**src/rtl/gshare_btb_predictor_if.sv**
```systemverilog
// Request/response/training bundle for gshare_btb_predictor.
// master: fetch/execute side; drives requests and training, observes responses and statistics.
// slave : predictor side.
interface gshare_btb_predictor_if #(
  parameter int unsigned PC_W   = 16,
  parameter int unsigned HIST_W = 8
);
  // Prediction request and registered response
  logic              pred_valid;
  logic [PC_W-1:0]   pred_pc;
  logic              resp_valid;
  logic              resp_taken;
  logic              resp_hit;
  logic [PC_W-1:0]   resp_target;
  logic [HIST_W-1:0] resp_history;
  // Resolved-branch training
  logic              train_valid;
  logic [PC_W-1:0]   train_pc;
  logic [HIST_W-1:0] train_history;
  logic              train_taken;
  logic [PC_W-1:0]   train_target;
  logic              train_mispredicted;
  // Saturating statistics
  logic [15:0]       stat_branches;
  logic [15:0]       stat_mispredicts;

  modport master (
    output pred_valid, pred_pc,
    output train_valid, train_pc, train_history, train_taken, train_target, train_mispredicted,
    input  resp_valid, resp_taken, resp_hit, resp_target, resp_history,
    input  stat_branches, stat_mispredicts
  );

  modport slave (
    input  pred_valid, pred_pc,
    input  train_valid, train_pc, train_history, train_taken, train_target, train_mispredicted,
    output resp_valid, resp_taken, resp_hit, resp_target, resp_history,
    output stat_branches, stat_mispredicts
  );
endinterface

```
**src/rtl/gshare_btb_predictor.sv**
```systemverilog
// gshare direction predictor with a direct-mapped BTB, speculative global history and
// mispredict recovery. Predictions return registered one cycle after the request.
// Ports:
//   CLK - clock, rising edge
//   RES - asynchronous active-high reset
//   bus - gshare_btb_predictor_if.slave: pred_* request, resp_* response,
//         train_* resolved-branch update, stat_* saturating counters
module gshare_btb_predictor #(
  parameter int unsigned PC_W      = 16,
  parameter int unsigned HIST_W    = 8,
  parameter int unsigned CTR_W     = 2,
  parameter int unsigned BTB_IDX_W = 4
) (
  input  logic                   CLK,
  input  logic                   RES,
  gshare_btb_predictor_if.slave  bus
);
  localparam int unsigned PhtDepth = 2 ** HIST_W;
  localparam int unsigned BtbDepth = 2 ** BTB_IDX_W;
  localparam int unsigned TagW     = PC_W - BTB_IDX_W;
  // Weakly not-taken: MSB clear, all other bits set
  localparam logic [CTR_W-1:0] CtrInit = {1'b0, {(CTR_W-1){1'b1}}};

  logic [HIST_W-1:0] ghr_q, ghr_d;
  logic [CTR_W-1:0]  pht_q [PhtDepth];
  logic [CTR_W-1:0]  pht_d [PhtDepth];
  logic [BtbDepth-1:0] btb_valid_q, btb_valid_d;
  logic [TagW-1:0]   btb_tag_q [BtbDepth];
  logic [TagW-1:0]   btb_tag_d [BtbDepth];
  logic [PC_W-1:0]   btb_target_q [BtbDepth];
  logic [PC_W-1:0]   btb_target_d [BtbDepth];
  logic [15:0]       stat_branches_q, stat_branches_d;
  logic [15:0]       stat_mispredicts_q, stat_mispredicts_d;
  logic              resp_valid_q, resp_valid_d;
  logic              resp_taken_q, resp_taken_d;
  logic              resp_hit_q, resp_hit_d;
  logic [PC_W-1:0]   resp_target_q, resp_target_d;
  logic [HIST_W-1:0] resp_history_q, resp_history_d;

  // Predict path: reads pre-edge tables only
  logic [HIST_W-1:0]    pred_idx;
  logic [BTB_IDX_W-1:0] pred_btb_idx;
  logic [TagW-1:0]      pred_tag;
  logic                 pred_hit;
  logic                 pred_taken;
  logic [PC_W-1:0]      pred_target;

  assign pred_idx     = bus.pred_pc[HIST_W-1:0] ^ ghr_q;
  assign pred_btb_idx = bus.pred_pc[BTB_IDX_W-1:0];
  assign pred_tag     = bus.pred_pc[PC_W-1:BTB_IDX_W];
  assign pred_hit     = btb_valid_q[pred_btb_idx] && (btb_tag_q[pred_btb_idx] == pred_tag);
  assign pred_taken   = pred_hit && pht_q[pred_idx][CTR_W-1];
  assign pred_target  = pred_taken ? btb_target_q[pred_btb_idx] : bus.pred_pc + PC_W'(1);

  // Train path
  logic [HIST_W-1:0]    train_idx;
  logic [BTB_IDX_W-1:0] train_btb_idx;
  logic [CTR_W-1:0]     train_ctr;

  assign train_idx     = bus.train_pc[HIST_W-1:0] ^ bus.train_history;
  assign train_btb_idx = bus.train_pc[BTB_IDX_W-1:0];
  assign train_ctr     = pht_q[train_idx];

  always_comb begin
    ghr_d              = ghr_q;
    pht_d              = pht_q;
    btb_valid_d        = btb_valid_q;
    btb_tag_d          = btb_tag_q;
    btb_target_d       = btb_target_q;
    stat_branches_d    = stat_branches_q;
    stat_mispredicts_d = stat_mispredicts_q;
    resp_valid_d       = bus.pred_valid;
    resp_taken_d       = resp_taken_q;
    resp_hit_d         = resp_hit_q;
    resp_target_d      = resp_target_q;
    resp_history_d     = resp_history_q;

    if (bus.pred_valid) begin
      resp_taken_d   = pred_taken;
      resp_hit_d     = pred_hit;
      resp_target_d  = pred_target;
      resp_history_d = ghr_q;
      ghr_d          = {ghr_q[HIST_W-2:0], pred_taken};
    end

    if (bus.train_valid) begin
      if (bus.train_taken) begin
        if (train_ctr != '1) pht_d[train_idx] = train_ctr + CTR_W'(1);
        btb_valid_d[train_btb_idx]  = 1'b1;
        btb_tag_d[train_btb_idx]    = bus.train_pc[PC_W-1:BTB_IDX_W];
        btb_target_d[train_btb_idx] = bus.train_target;
      end else if (train_ctr != '0) begin
        pht_d[train_idx] = train_ctr - CTR_W'(1);
      end
      if (stat_branches_q != '1) stat_branches_d = stat_branches_q + 16'd1;
      if (bus.train_mispredicted) begin
        if (stat_mispredicts_q != '1) stat_mispredicts_d = stat_mispredicts_q + 16'd1;
        // Recovery wins over the speculative shift of a same-cycle prediction
        ghr_d = {bus.train_history[HIST_W-2:0], bus.train_taken};
      end
    end
  end

  always_ff @(posedge CLK or posedge RES) begin
    if (RES) begin
      ghr_q              <= '0;
      btb_valid_q        <= '0;
      stat_branches_q    <= '0;
      stat_mispredicts_q <= '0;
      resp_valid_q       <= 1'b0;
      resp_taken_q       <= 1'b0;
      resp_hit_q         <= 1'b0;
      resp_target_q      <= '0;
      resp_history_q     <= '0;
      for (int i = 0; i < PhtDepth; i++) pht_q[i] <= CtrInit;
      for (int i = 0; i < BtbDepth; i++) begin
        btb_tag_q[i]    <= '0;
        btb_target_q[i] <= '0;
      end
    end else begin
      ghr_q              <= ghr_d;
      pht_q              <= pht_d;
      btb_valid_q        <= btb_valid_d;
      btb_tag_q          <= btb_tag_d;
      btb_target_q       <= btb_target_d;
      stat_branches_q    <= stat_branches_d;
      stat_mispredicts_q <= stat_mispredicts_d;
      resp_valid_q       <= resp_valid_d;
      resp_taken_q       <= resp_taken_d;
      resp_hit_q         <= resp_hit_d;
      resp_target_q      <= resp_target_d;
      resp_history_q     <= resp_history_d;
    end
  end

  assign bus.resp_valid       = resp_valid_q;
  assign bus.resp_taken       = resp_taken_q;
  assign bus.resp_hit         = resp_hit_q;
  assign bus.resp_target      = resp_target_q;
  assign bus.resp_history     = resp_history_q;
  assign bus.stat_branches    = stat_branches_q;
  assign bus.stat_mispredicts = stat_mispredicts_q;
endmodule

```
**src/flat_wrapper.sv**
```systemverilog
// flat-port wrapper written by rule: the top's interface ports become plain ports
module gshare_btb_predictor_flat 
#(
  parameter int unsigned PC_W      = 16,
  parameter int unsigned HIST_W    = 8,
  parameter int unsigned CTR_W     = 2,
  parameter int unsigned BTB_IDX_W = 4
)
  (CLK, RES, bus_pred_valid, bus_pred_pc, bus_train_valid, bus_train_pc, bus_train_history, bus_train_taken, bus_train_target, bus_train_mispredicted, bus_resp_valid, bus_resp_taken, bus_resp_hit, bus_resp_target, bus_resp_history, bus_stat_branches, bus_stat_mispredicts);
  gshare_btb_predictor_if #(.PC_W(PC_W), .HIST_W(HIST_W)) bus_i ();
  input  logic CLK;
  input  logic RES;
  input wire logic [$bits(bus_i.pred_valid)-1:0] bus_pred_valid;
  input wire logic [$bits(bus_i.pred_pc)-1:0] bus_pred_pc;
  input wire logic [$bits(bus_i.train_valid)-1:0] bus_train_valid;
  input wire logic [$bits(bus_i.train_pc)-1:0] bus_train_pc;
  input wire logic [$bits(bus_i.train_history)-1:0] bus_train_history;
  input wire logic [$bits(bus_i.train_taken)-1:0] bus_train_taken;
  input wire logic [$bits(bus_i.train_target)-1:0] bus_train_target;
  input wire logic [$bits(bus_i.train_mispredicted)-1:0] bus_train_mispredicted;
  output wire logic [$bits(bus_i.resp_valid)-1:0] bus_resp_valid;
  output wire logic [$bits(bus_i.resp_taken)-1:0] bus_resp_taken;
  output wire logic [$bits(bus_i.resp_hit)-1:0] bus_resp_hit;
  output wire logic [$bits(bus_i.resp_target)-1:0] bus_resp_target;
  output wire logic [$bits(bus_i.resp_history)-1:0] bus_resp_history;
  output wire logic [$bits(bus_i.stat_branches)-1:0] bus_stat_branches;
  output wire logic [$bits(bus_i.stat_mispredicts)-1:0] bus_stat_mispredicts;
  assign bus_i.pred_valid = bus_pred_valid;
  assign bus_i.pred_pc = bus_pred_pc;
  assign bus_i.train_valid = bus_train_valid;
  assign bus_i.train_pc = bus_train_pc;
  assign bus_i.train_history = bus_train_history;
  assign bus_i.train_taken = bus_train_taken;
  assign bus_i.train_target = bus_train_target;
  assign bus_i.train_mispredicted = bus_train_mispredicted;
  assign bus_resp_valid = bus_i.resp_valid;
  assign bus_resp_taken = bus_i.resp_taken;
  assign bus_resp_hit = bus_i.resp_hit;
  assign bus_resp_target = bus_i.resp_target;
  assign bus_resp_history = bus_i.resp_history;
  assign bus_stat_branches = bus_i.stat_branches;
  assign bus_stat_mispredicts = bus_i.stat_mispredicts;
  gshare_btb_predictor #(.PC_W(PC_W), .HIST_W(HIST_W), .CTR_W(CTR_W), .BTB_IDX_W(BTB_IDX_W)) u_core (.CLK(CLK), .RES(RES), .bus(bus_i));
endmodule
```
**config.mk**
```make
export PLATFORM = sky130hd
export DESIGN_NAME = gshare_btb_predictor_flat
export DESIGN_NICKNAME = d
export VERILOG_FILES = /design/src/rtl/gshare_btb_predictor_if.sv /design/src/rtl/gshare_btb_predictor.sv /design/src/flat_wrapper.sv
export SDC_FILE = /design/constraint.sdc
export NUM_CORES = 2
export LEC_CHECK = 0
export ABC_AREA = 1
export CAP_MARGIN = 20
export CORE_MARGIN = 1
export CORE_UTILIZATION = 50
export CTS_BUF_LIST = sky130_fd_sc_hd__clkbuf_8
export CTS_CLUSTER_DIAMETER = 150
export DETAILED_ROUTE_END_ITERATION = 7
export GPL_ROUTABILITY_DRIVEN = 0
export PLACE_DENSITY = 0.73
export SKIP_LAST_GASP = 1
export SYNTH_ARGS = -nofsm -noshare
export SYNTH_HDL_FRONTEND = slang
export SYNTH_SLANG_ARGS = --single-unit
```
**constraint.sdc**
```tcl
create_clock -name CLK -period 69 [get_ports CLK]
set_input_delay 13.8 -clock CLK [delete_from_list [all_inputs] [get_ports CLK]]
set_output_delay 13.8 -clock CLK [all_outputs]
set_load 0.02 [all_outputs]
```
# Word level (Yosys, flattened, before mapping)
# Index checks and enable logic that the tools add are counted.
# word_totals
register_bits	1043
# op_classes
eq_ne	5
order_cmp	9
n_reduce_logical	11
n_addsub	5
bitwise_logic	7
mux	33
# ops
cell	count
512-bit 2-to-1 mux	3
512-bit bitwise mux	2
256-bit bitwise mux	1
192-bit bitwise mux	1
16-bit binary-select mux with 4-bit select	1
16-bit demux with 4-bit select	1
16-bit 2-to-1 mux	4
16-bit by 1-bit adder with 16-bit output, second input constant	3
12-bit binary-select mux with 4-bit select	1
12-bit demux with 4-bit select	1
12-bit 2-to-1 mux	3
2-bit binary-select mux with 8-bit select	2
16-bit inequality test, second input constant	2
8-bit 2-to-1 mux	3
9-bit >= comparator, second input constant	2
8-bit inverter with 9-bit output	2
2-bit demux with 8-bit select	1
16-bit bitwise OR	1
8-bit XOR	2
12-bit equality test	1
5-bit >= comparator, second input constant	2
4-bit by 5-bit < comparator with 1-bit output, second input constant	2
2-bit 2-to-1 mux	5
4-bit inverter with 5-bit output	2
14 further kinds	22

# Depth between registers and ports, before layout
# logic_depth
word_depth	10
ltp_mapped	32

# Least setup slack after synthesis
# Ideal clock, no wire load.
# synth_path
kind	input port to flip-flop
startpoint	input port bus_train_pc[1]
endpoint	register u_core.pht_q[495] (netlist bit)
arrival_ns	17.195
required_time_ns	68.865
setup_slack_ns	51.670
cell_stages	25
path_cell_list	buf_4 -> xnor2_2 -> nor2_1 -> inv_2 -> buf_2 -> buf_6 -> buf_2 -> buf_4 -> o22ai_1 -> o21ai_0 -> nand4_1 -> a21oi_1 -> nand3_1 -> nand3_1 -> nand2_1 -> ha_1 -> inv_1 -> nor2_1 -> nor2_1 -> clkbuf_1 -> clkbuf_1 -> buf_1 -> nand3_1 -> nand2_1 -> o31ai_1
# synth_between
elab_chain_cells	9
word_cells_on_any_way	22
classes_between	2 x add/sub; 2 x order compare; 2 x eq/ne; 10 x mux; 2 x bitwise; 4 x reduce/logical
# synth_rtl
element	line	text
start: declaration	flat_wrapper.sv:16	input wire logic [$bits(bus_i.train_pc)-1:0] bus_train_pc;
8-bit XOR (*)	gshare_btb_predictor.sv:60	assign train_idx = bus.train_pc[HIST_W-1:0] ^ bus.train_history;
8-bit inverter with 9-bit output (implied by the code) (*)	gshare_btb_predictor.sv:62, gshare_btb_predictor.sv:88, gshare_btb_predictor.sv:93	
2-bit binary-select mux with 8-bit select (tied with other cells)	gshare_btb_predictor.sv:62	assign train_ctr = pht_q[train_idx];
2-bit 2-to-1 mux (implied by the code) / 1-bit logical AND (equally long branches)	gshare_btb_predictor.sv:62, gshare_btb_predictor.sv:88, gshare_btb_predictor.sv:93	
2-bit 2-to-1 mux, on equally long branches	gshare_btb_predictor.sv:62, gshare_btb_predictor.sv:88, gshare_btb_predictor.sv:93	
2-bit by 1-bit subtractor with 2-bit output (tied with other cells)	gshare_btb_predictor.sv:93	pht_d[train_idx] = train_ctr - CTR_W'(1);
512-bit bitwise mux, on equally long branches	gshare_btb_predictor.sv:93, gshare_btb_predictor.sv:88	
512-bit 2-to-1 mux, on equally long branches	gshare_btb_predictor.sv:92, gshare_btb_predictor.sv:88	
512-bit 2-to-1 mux	gshare_btb_predictor.sv:87	if (bus.train_taken) begin
end signal: assignment	gshare_btb_predictor.sv:122	pht_q <= pht_d;
end: declaration	gshare_btb_predictor.sv:25	logic [CTR_W-1:0] pht_q [PhtDepth];
# Mark *: on every way between the ends. The rest lies on a longest branch, timed or not. The select of a mux whose other input is x is not followed.
# A chain may end at the register's enable or synchronous reset.

# Worst setup path in the final report
# layout_path
startpoint	input port bus_train_pc[1]
endpoint	register u_core.pht_q[81] (netlist bit)
# The elaborated chain is that of the path after synthesis.

==> results.sh <==
export IMPL_placement_cell_area_sq_um=54100
export IMPL_hold_path_class="register to register"
export IMPL_multi_input_area_sq_um=22200
export IMPL_synthesis_area_per_instance_sq_um=7.72
export IMPL_grt_util_met2=0.494
export IMPL_finClkSkew_ns=0.0651
export IMPL_busiest_layer="met2"
export IMPL_use_met3=0.0824
export IMPL_synth_edff_count=0
export IMPL_synthArstFlopShare=1.00
export IMPL_total_power_consumption_mw=1.71
export IMPL_fin_nets=6767
export IMPL_p_per_area_nw_per_um2=29.5
export IMPL_totalNegativeSetupSlack_ns=0
export IMPL_drtPass1Iterations=8
export IMPL_total_global_routing_track_utilization=0.334
export IMPL_postSynthRegisterBits=1043
export IMPL_crit_required_ns=69.69
export IMPL_cts_setup_buffers=0
export IMPL_clk_pin_slew_ns=0.06
export IMPL_start_util=0.505
export IMPL_syn_instance_count=6780
export IMPL_cts_resizes=0
export IMPL_path_max_fanout=122
export IMPL_clk_latency_ns=0.92
export IMPL_synth_area_leader_cell="sky130_fd_sc_hd__dfrtp_1"
export IMPL_place_detailed_instances=7894
export IMPL_routed_wirelength_mm=181
export IMPL_die_outline_height_um=326
export IMPL_first_global_vias=46533
export IMPL_cap_violations=0
export IMPL_row_count=118
export IMPL_power_ir_vdd_worst_mv=0.0528
export IMPL_ctsHtreeMaxLevel=4
export IMPL_setup_viol_count_final=0
export IMPL_violations="design-rule violations, max-slew violations"
export IMPL_vias=49851
export IMPL_io_buffer_count=120
export IMPL_layout_worst_path_cycle_share=0.305
export IMPL_die_area_sq_um=106000
export IMPL_root_buffer="sky130_fd_sc_hd__clkbuf_8"
export IMPL_drt_wirelength_per_cell_um=22.0
export IMPL_synth_ff_type="sky130_fd_sc_hd__dfrtp_1"
export IMPL_leakagePower_nw=27.8
export IMPL_mostFrequentLayoutCells="sky130_fd_sc_hd__nand2_1, sky130_fd_sc_hd__o21ai_0, sky130_fd_sc_hd__dfrtp_1, sky130_fd_sc_hd__nand3_1, sky130_fd_sc_hd__inv_1"
export IMPL_post_syn_nets=6847
export IMPL_layout_cell_share_with_drive_strength_beyond_1=0.0993
export IMPL_placement_setup_worst_slack_ns=47.15
export IMPL_cts_hold_repair_buffers=0
export IMPL_tritoncts="built"
export IMPL_synth_distinct_cells=39
export IMPL_cts_max_path_buffers=3
export IMPL_ranking_of_synthesized_cells_by_area="sky130_fd_sc_hd__dfrtp_1, sky130_fd_sc_hd__nand2_1, sky130_fd_sc_hd__dfstp_2"
export IMPL_synth_warnings=0
export IMPL_synth_largest_type_area_fraction=0.376
export IMPL_final_max_slew_viol_count=125
export IMPL_fmax_mhz=47.6
export IMPL_grt_first_pass_wirelength_mm=276
export IMPL_utilization=0.560
export IMPL_final_routed_drc_violation_total=1
export IMPL_cts_buffers_inserted=176
export IMPL_cp_data_arrival_time_ns=21.71
export IMPL_unrepaired_setup_endpoints_after_global_routing="false"
export IMPL_die_w_um=326
export IMPL_worstMarginPinSlew_ns=1.58
export IMPL_fillerInstances=9388
export IMPL_regArea_sq_um=26400
export IMPL_timing_hold_ws_ns=0.457
export IMPL_setup_ws_final_ns=47.98
export IMPL_dr_first_iter_drc_count=7352
export IMPL_hpwlAfterDp_mm=103
export IMPL_part_of_the_yosys_area_used_for_sequential_elements=0.505
export IMPL_core_region_area_sq_um=104000
export IMPL_period_needed_ns=21.02
export IMPL_final_cell_count_no_fill=8228
export IMPL_flow_area_growth_from_synthesis_pct=10.9
export IMPL_outcome="finished, violations left"
export IMPL_drt_vias_per_instance=6.06
export IMPL_top_level_ports=121
export IMPL_post_route_cell_area_sq_um=58000
export IMPL_cp_end_kind="register"
export IMPL_finalHoldViolations=0
export IMPL_tritoncts_num_sinks=1043
export IMPL_timing_critical_path_from_type="primary input"
export IMPL_commonest_non_fill_non_tap_cell_in_the_layout="sky130_fd_sc_hd__nand2_1"
export IMPL_route_antenna_remaining_nets=0
export IMPL_timing_setup_critical_path_class="primary input to register"
export IMPL_netlist_area_sq_um=52300
export IMPL_grt_antenna_before_repair=3
export IMPL_slew_limit_headroom=-0.0501
export IMPL_grtUsageMet1=0.447
export IMPL_maximum_number_of_pins_on_one_net_before_global_route_repair=243
export IMPL_grt_overflow_total=0
==> critical path, cell delays in order <==
cell and delay, ns:
sky130_fd_sc_hd__clkdlybuf4s50_1 0.58, sky130_fd_sc_hd__xnor2_2 0.61, sky130_fd_sc_hd__nor2_1 0.18, sky130_fd_sc_hd__inv_4 0.67, sky130_fd_sc_hd__buf_4 0.83, sky130_fd_sc_hd__o22ai_1 0.14
sky130_fd_sc_hd__o21ai_0 0.20, sky130_fd_sc_hd__nand2_1 0.07, sky130_fd_sc_hd__nor2_1 0.10, sky130_fd_sc_hd__nor2_1 0.07, sky130_fd_sc_hd__a21oi_1 0.50, sky130_fd_sc_hd__nand2_1 0.11
sky130_fd_sc_hd__nor2_1 0.34, sky130_fd_sc_hd__nand2_8 0.48, sky130_fd_sc_hd__ha_1 0.44, sky130_fd_sc_hd__inv_1 0.06, sky130_fd_sc_hd__nor2_1 0.06, sky130_fd_sc_hd__nor2_4 0.15
sky130_fd_sc_hd__buf_4 0.49, sky130_fd_sc_hd__nand2_1 0.94, sky130_fd_sc_hd__nor2_1 0.43, sky130_fd_sc_hd__inv_1 0.13, sky130_fd_sc_hd__nand2_1 0.08, sky130_fd_sc_hd__o21ai_0 0.09
==> worst paths after layout <==
| kind | endpoint | start | slack, ns | cells past startpoint |
|---|---|---|---|---|
| min in group asynchronous | u_core.btb_target_q[115] | RES | 13.51 | 2 |
| max in group asynchronous | u_core.pht_q[415] | RES | 53.02 | 4 |
| setup reg to reg | u_core.pht_q[81] | register | 63.37 | 19 |
| setup / recovery | u_core.pht_q[81] | bus_train_pc[1] | 47.98 | 24 |
| hold / removal | u_core.btb_valid_q[15] | u_core.btb_valid_q[15] | 0.46 | 2 |
| hold reg to reg | u_core.btb_valid_q[15] | u_core.btb_valid_q[15] | 0.46 | 2 |
==> where the power goes <==
part           internal [mW]  total [mW]  switching (mW)
Sequential             0.708       0.765          0.0571
Clock                  0.309       0.583           0.274
Combinational          0.106       0.367           0.261
==> final cells by class <==
type / count / area share
Clock inverter: 104 / 0.0120
Tap cell: 1380 / 0.0298
Inverter: 443 / 0.0290
Sequential cell: 1043 / 0.455
Clock buffer: 219 / 0.0519
Multi-Input combinational cell: 4801 / 0.383
Timing Repair Buffer: 235 / 0.0387
Antenna cell: 3 / 0.000129
==> Yosys cell counts (26+ instances only) <==
master and instances:
sky130_fd_sc_hd__buf_4 26, sky130_fd_sc_hd__clkbuf_1 293, sky130_fd_sc_hd__buf_2 142, sky130_fd_sc_hd__nor3_1 32, sky130_fd_sc_hd__nor2_1 502, sky130_fd_sc_hd__o22ai_1 266
sky130_fd_sc_hd__o31ai_1 142, sky130_fd_sc_hd__inv_1 428, sky130_fd_sc_hd__a31oi_1 48, sky130_fd_sc_hd__dfstp_2 256, sky130_fd_sc_hd__nand2_1 2170, sky130_fd_sc_hd__nand3_1 547
sky130_fd_sc_hd__a21oi_1 39, sky130_fd_sc_hd__xor2_1 29, sky130_fd_sc_hd__nand4_1 46, sky130_fd_sc_hd__dfrtp_1 787, sky130_fd_sc_hd__o21ai_0 831
==> cells by family after synthesis <==
group | after synthesis | synth area share
AO/OA/AOI/OAI | 1417 | 0.154
AND/OR/NAND/NOR | 3322 | 0.256
XOR/XNOR | 57 | 0.00997
buffers and inverters | 936 | 0.0735
flip-flops | 1043 | 0.505
adder cells (fa/ha/maj) | 5 | 0.00120
==> routing by layer <==
layer	share of wire	wire, um
met1	0.39	70100
met2	0.43	78400
met3	0.12	21400
met4	0.061	11000
met5	0	0
(Power assumes the default switching activity.)
